--- src/rtl/keypad_matrix_scanner_nkro.sv ---
// N-key-rollover matrix scanner: debounced per-key bitmap plus a press/release event stream.
// Define KEYPAD_AUTOREPEAT_EN to add auto-repeat of the most recently pressed key.
module keypad_matrix_scanner_nkro #(
   parameter int NUM_ROWS      = 8,
   parameter int NUM_COLS      = 8,
   parameter int ROW_IDX_WIDTH = 3,
   parameter int COL_IDX_WIDTH = 3,
   parameter int CLK_DIV_WIDTH = 20,
   parameter int REPEAT_WIDTH  = 10
) (
   input  logic                         system_clk_i,
   input  logic                         system_rst_n_i,
   input  logic                         scan_enable_i,
   input  logic [CLK_DIV_WIDTH-1:0]     clk_divider_limit_i,
   input  logic [NUM_COLS-1:0]          keypad_columns_i,
   output logic [NUM_ROWS-1:0]          keypad_rows_o,
   output logic                         event_valid_o,
   input  logic                         event_ready_i,
   output logic                         event_press_o,
   output logic [ROW_IDX_WIDTH-1:0]     event_row_o,
   output logic [COL_IDX_WIDTH-1:0]     event_col_o,
   output logic [NUM_ROWS*NUM_COLS-1:0] key_state_o,
   output logic                         any_key_down_o,
   input  logic [REPEAT_WIDTH-1:0]      repeat_delay_i,
   input  logic [REPEAT_WIDTH-1:0]      repeat_period_i
);

   typedef enum logic [1:0] {ST_DISABLED, ST_SCAN, ST_EMIT} state_t;

   state_t                             state;
   logic [CLK_DIV_WIDTH-1:0]           div_cnt;
   logic                               tick;
   logic [ROW_IDX_WIDTH-1:0]           row_ptr, next_row;
   logic [NUM_ROWS-1:0][NUM_COLS-1:0]  prev_raw, deb;
   logic [NUM_COLS-1:0]                mask, cur, change_mask, mask_after, emit_rest;
   logic [COL_IDX_WIDTH-1:0]           first_col, emit_col;
   logic                               rep_sel;
   logic                               rep_want;
   logic [ROW_IDX_WIDTH-1:0]           rep_row;
   logic [COL_IDX_WIDTH-1:0]           rep_col;

   function automatic logic [COL_IDX_WIDTH-1:0] lowest_bit(input logic [NUM_COLS-1:0] v);
      lowest_bit = '0;
      for (int i = NUM_COLS - 1; i >= 0; i--)
         if (v[i]) lowest_bit = COL_IDX_WIDTH'(i);
   endfunction

   function automatic logic [NUM_ROWS-1:0] row_drive(input logic [ROW_IDX_WIDTH-1:0] r);
      row_drive = ~(NUM_ROWS'(1) << r);
   endfunction

   assign tick           = (div_cnt == clk_divider_limit_i);
   assign cur            = ~keypad_columns_i;
   // A bit only counts as changed once two consecutive frame samples agree.
   assign change_mask    = (cur == prev_raw[row_ptr]) ? (cur ^ deb[row_ptr]) : '0;
   assign first_col      = lowest_bit(change_mask);
   assign mask_after     = mask & ~(NUM_COLS'(1) << event_col_o);
   assign emit_rest      = rep_sel ? mask : mask_after;
   assign emit_col       = lowest_bit(emit_rest);
   assign next_row       = (row_ptr == ROW_IDX_WIDTH'(NUM_ROWS - 1)) ? '0
                                                                     : row_ptr + ROW_IDX_WIDTH'(1);
   assign key_state_o    = deb;
   assign any_key_down_o = |deb;

   always_ff @(posedge system_clk_i or negedge system_rst_n_i) begin
      if (!system_rst_n_i)                         div_cnt <= '0;
      else if (state == ST_DISABLED || tick)       div_cnt <= '0;
      else                                         div_cnt <= div_cnt + CLK_DIV_WIDTH'(1);
   end

   // NOTE: every register here uses non-blocking assignment so all decisions see pre-edge values.
   always_ff @(posedge system_clk_i or negedge system_rst_n_i) begin
      if (!system_rst_n_i) begin
         // NOTE: the key arrays are ordinary flops, so they clear on reset like the rest of the state.
         state         <= ST_DISABLED;
         row_ptr       <= '0;
         prev_raw      <= '0;
         deb           <= '0;
         mask          <= '0;
         rep_sel       <= 1'b0;
         keypad_rows_o <= '1;
         event_valid_o <= 1'b0;
         event_press_o <= 1'b0;
         event_row_o   <= '0;
         event_col_o   <= '0;
      end else if (!scan_enable_i) begin
         state         <= ST_DISABLED;
         row_ptr       <= '0;
         mask          <= '0;
         rep_sel       <= 1'b0;
         keypad_rows_o <= '1;
         event_valid_o <= 1'b0;
      end else begin
         case (state)
            ST_DISABLED: begin
               state         <= ST_SCAN;
               keypad_rows_o <= row_drive(row_ptr);
            end
            ST_SCAN: if (tick) begin
               prev_raw[row_ptr] <= cur;
               if (change_mask != '0 || rep_want) begin
                  state         <= ST_EMIT;
                  mask          <= change_mask;
                  event_valid_o <= 1'b1;
                  if (rep_want) begin
                     rep_sel       <= 1'b1;
                     event_press_o <= 1'b1;
                     event_row_o   <= rep_row;
                     event_col_o   <= rep_col;
                  end else begin
                     event_press_o <= cur[first_col];
                     event_row_o   <= row_ptr;
                     event_col_o   <= first_col;
                  end
               end else begin
                  row_ptr       <= next_row;
                  keypad_rows_o <= row_drive(next_row);
               end
            end
            ST_EMIT: if (event_ready_i) begin
               mask    <= emit_rest;
               rep_sel <= 1'b0;
               if (!rep_sel) deb[row_ptr][event_col_o] <= ~deb[row_ptr][event_col_o];
               if (emit_rest != '0) begin
                  event_press_o <= ~deb[row_ptr][emit_col];
                  event_row_o   <= row_ptr;
                  event_col_o   <= emit_col;
               end else begin
                  state         <= ST_SCAN;
                  event_valid_o <= 1'b0;
                  row_ptr       <= next_row;
                  keypad_rows_o <= row_drive(next_row);
               end
            end
            default: state <= ST_DISABLED;
         endcase
      end
   end

`ifdef KEYPAD_AUTOREPEAT_EN
   logic                    rep_active, rep_first, rep_pending, rep_due, accept;
   logic [REPEAT_WIDTH-1:0] rep_cnt;

   assign accept   = (state == ST_EMIT) && event_ready_i && scan_enable_i;
   assign rep_due  = rep_active && tick && (state != ST_DISABLED) &&
                     (rep_cnt == (rep_first ? repeat_delay_i : repeat_period_i));
   assign rep_want = rep_pending || rep_due;

   // A due repeat stays pending until delivered; a new press restarts the delay.
   always_ff @(posedge system_clk_i or negedge system_rst_n_i) begin
      if (!system_rst_n_i) begin
         rep_active  <= 1'b0;
         rep_first   <= 1'b0;
         rep_pending <= 1'b0;
         rep_cnt     <= '0;
         rep_row     <= '0;
         rep_col     <= '0;
      end else if (!scan_enable_i) begin
         rep_active  <= 1'b0;
         rep_pending <= 1'b0;
      end else begin
         if (rep_due) begin
            rep_pending <= 1'b1;
            rep_cnt     <= '0;
            rep_first   <= 1'b0;
         end else if (rep_active && tick && state != ST_DISABLED) begin
            rep_cnt <= rep_cnt + REPEAT_WIDTH'(1);
         end
         if (accept && rep_sel) begin
            rep_pending <= rep_due;
         end else if (accept && event_press_o) begin
            rep_active  <= 1'b1;
            rep_first   <= 1'b1;
            rep_pending <= 1'b0;
            rep_cnt     <= '0;
            rep_row     <= event_row_o;
            rep_col     <= event_col_o;
         end else if (accept && rep_active && event_row_o == rep_row && event_col_o == rep_col) begin
            rep_active  <= 1'b0;
            rep_pending <= 1'b0;
         end
      end
   end
`else
   logic unused_repeat;
   assign unused_repeat = ^{repeat_delay_i, repeat_period_i};
   assign rep_want      = 1'b0;
   assign rep_row       = '0;
   assign rep_col       = '0;
`endif

endmodule

--- config.mk ---
export PLATFORM = sky130hd
export DESIGN_NAME = keypad_matrix_scanner_nkro
export DESIGN_NICKNAME = d
export VERILOG_FILES = /design/src/rtl/keypad_matrix_scanner_nkro.sv
export SDC_FILE = /design/constraint.sdc
export NUM_CORES = 1
export LEC_CHECK = 0
export ABC_AREA = 1
export CORE_MARGIN = 2
export CORE_UTILIZATION = 48
export DETAILED_ROUTE_END_ITERATION = 10
export PLACE_DENSITY = 0.71
export SYNTH_ARGS = -nofsm -noshare
export SYNTH_HDL_FRONTEND = slang
export SYNTH_SLANG_ARGS = --single-unit
--- constraint.sdc ---
create_clock -name system_clk_i -period 2.8 [get_ports system_clk_i]
set_input_delay 0.56 -clock system_clk_i [delete_from_list [all_inputs] [get_ports system_clk_i]]
set_output_delay 0.56 -clock system_clk_i [all_outputs]
set_load 0.005 [all_outputs]
==> results.md <==
* DIE HEIGHT at 146 microns
* Max incr delay on CP at 0.50 ns
* Final Power at 10.9 mW
* GRT Residual Overflow at 0
* Worst Reg-to-Reg Cells at 20
* Sequential share of power at 28.5%
* Crit-path cells: clkinv_4, clkbuf_16, nand2_2, nand3_2, nand2_2, buf_6, nor3_2, nor2_1, nand2_1, nor2_2, nand2_2, or2_1, buf_6, nand2_2, nand2_2, nand2_4, buf_4, buf_4, a21oi_1, o31ai_1
* Chip Width at 146 microns
* Last weighted congestion value of the routability-driven placer at around 0.91
* Setup CP Type: reg2reg
* WL/cell at 16.7 microns
* Sw frac at slightly above 40%
* Ant. Diodes at 0
* Crit. End Element: flop
* CP arrival at between 3 and 4 ns
* Fmax achieved at approximately 350 MHz
* Top cell type's share of synthesized area at between 40 and 50%
* Seq/Total Area, Yosys at a little under half
* Mapped cell area at 0.00973 sq mm
* Vias in the first global route at ~9,100
* EDFF count, synth at 0
* CP startpoint kind: flop
* Hold Crit Class: in2async
* Max clock buf depth at 2
* Starting density of the core at 48.6%
* Synth-to-Final Area Change at 36.9%
* RSZ-0062 raised after global routing: true
* Top cells by area, synth: dfrtp_1, nand2_1, o21ai_0
* Slowest cell on crit path: dfrtp_2
* Worst-Skew Late Latency at roughly 0.44 ns
* R2R setup slack at -0.08 ns
* Pwr/cell area at just over 800 mW/mm^2
* Gate power share at 49.0%
* Core Footprint at 0.0200 sq mm
* Avg Cell Area, Syn at approximately 7.5 sq um
* CTS sink count at around 180
* Layout cells sized above 1 at between 15 and 20%
* Via count at 9,879
* Via density per instance at around 5.5
* Final design utilization at between 60% and 70%
* Synth warn at 0
* Commonest non-fill, non-tap cell in the layout: nand2_1
* CTS tree: done
* Peak supply drop at around 0.53 mV
* FF-to-FF End: event_col_o[0]
* Ys async rst share at 100%
* CP most frequent cell: nand2_2
* Critical path peak fanout at 8
* Antenna violations before repair at 0
* Outcome: finished with violations
* Rows at 52
* Seq cells post-synth at between 150 and 200
* WL final at around 30,000 microns
* Slew headroom at between 60% and 70%
* Cell Count, Final, Fillers Out at about 1,800
* DRC at 0
* Final Max Slew Viols at 0
* Min cycle time layout at ~2.9 ns
* Max_cap viols at 0
* PortBufs at around 110
* Setup ws final at -0.0810 ns
* Post-Place Cells at around 1,700
* Distinct cell type count after synthesis at 49
* Clock root buffer master: clkbuf_16
* R2R Path Start: row_ptr[0]
* Gr usage total at 26.5%
* Int Power at around 6.5 mW
* Yosys top cell by area: dfrtp_1
* Failing checks: setup timing
* Leakage at around 6 nW
* Final nets at ~1,600
* CP required at 3.14 ns
* DRT Pass-1 Iters at 7
* Syn Nets at roughly 1,400
* CTS H-Tree Depth at 4
* ANT nets after route at 0
* Net Switching at 4.38 mW
* Pin count of the biggest net entering global routing at 63
* Most frequent cells in the layout: nand2_1, dfrtp_1, inv_1
* Die Footprint at ~0.021 sq mm
* Primary FF master, synth: dfrtp_1
* First-pass GRT wire length at approximately 46,000 microns
* Syn Inst Count at around 1,300
* Ports at around 130
* Setup crit start: row_ptr[0]
* Clk_skew at between 0.01 and 0.015 ns
* Worst Tran Pin Value at just under 0.6 ns
* # setup viols final at 13
* Iteration-0 DRC Markers at 839
* Clock Pin Slew Worst Setup and Hold Paths at approximately 0.07 ns
* Clock Power Share at about 23%
* Final hold viol count at 0
* Final worst-path cycle share at 103%
* Num CTS Buffers at 17
* DP HPWL at between 15,000 and 20,000 microns
sequential cells by signal (all words and copies together), names as in the netlist:
name / flops
mask: 8
event_valid_o: 1
div_cnt: 20
event_col_o: 3
event_press_o: 1
prev_raw: 64
key_state_o: 64
row_ptr: 3
keypad_rows_o: 8
state: 2
event_row_o: 3
layout make-up:
type,count,area [sq um]
Clock buffer,19,443
Clock inverter,13,154
Fill cell,1727,6720
Inverter,145,552
Multi-Input combinational cell,910,4880
Sequential cell,177,4450
Tap cell,270,338
Timing Repair Buffer,259,2510
Yosys cell counts (4+ instances only):
cell / count
nand2_1: 373
o22ai_1: 13
clkbuf_1: 41
nor2_2: 6
nor2_1: 79
a31oi_1: 56
inv_2: 8
dfrtp_1: 169
ha_1: 12
xnor2_1: 11
o21ai_0: 102
o21ai_1: 21
a21oi_1: 80
inv_1: 136
dfstp_2: 8
nand4_1: 11
xor2_1: 11
buf_6: 5
nor3_1: 16
nand3_1: 53
buf_2: 13
buf_4: 4
nand2_2: 4
nor4_1: 23
per-stage QoR:
stage / hold WS, ns / setup WS (ns) / area (sq um) / TNS [ns]
3_3_place_gp: 0.459 / -0.278 / 12000 / -19.35
6_report: 0.0998 / -0.0810 / 13300 / -0.486
5_1_grt: 0.144 / -0.244 / 13300 / -8.10
4_1_cts: 0.121 / 0.00308 / 12700 / 0
2_1_floorplan: 0.264 / 0.214 / 9730 / 0
3_5_place_dp: 0.461 / -0.288 / 12000 / -19.28
metal layers:
| metal | routed length [microns] | part of all wire, % | global-route usage [%] | vias up |
|---|---|---|---|---|
| met2 | 13900 | 46 | 42.3 | 440 |
| met1 | 12900 | 43 | 36.8 | 4654 |
| li1 | - | - | - | 4709 |
| met4 | 998 | 3.3 | 9.47 | 0 |
| met3 | 2220 | 7.4 | 4.59 | 76 |
| met5 | 0 | 0 | 0 | - |
power groups by stage:
stage | registers (mW) | logic (mW) | clock network [mW]
final | 3.09 | 5.32 | 2.44
after global routing | 3.12 | 5.75 | 2.58
after CTS | 3.05 | 4.49 | 2.47
after detailed placement | 3.09 | 4.39 | 0
after global placement | 3.09 | 4.33 | 0
after floorplan | 3.06 | 2.56 | 0
kinds of logic after synthesis:
kind of cell,share of synthesized area [%]
compound gates,16.8
simple gates,25.3
flops,45.6
xor+xnor,1.98
fa+ha+maj,1.54
buf+inv,8.77
timing repair:
item	4_1_cts	5_1_grt
pin swaps	7	37
hold buffers	0	0
resized for setup	22	113
endpoints found under the setup margin	21	97
gates cloned	0	5
buffers inserted	4	9
worst max-delay path by stage:
stage,depth (start not counted),to,slack [ns]
after floorplan,23,event_press_o,0.21
after global placement,13,prev_raw[22],-0.28
after detailed placement,13,prev_raw[63],-0.29
after CTS,23,event_press_o,0.003
after global routing,20,event_col_o[0],-0.24
final,20,event_col_o[0],-0.08
critical path, delay by kind of cell (launching register included):
family | cells | cell delay, ns
DFF | 1 | 0.50
and+or+nand+nor | 12 | 1.18
AOI/OAI and AO/OA | 2 | 0.31
buffers and inverters | 6 | 0.80
(Power assumes the default switching activity.)
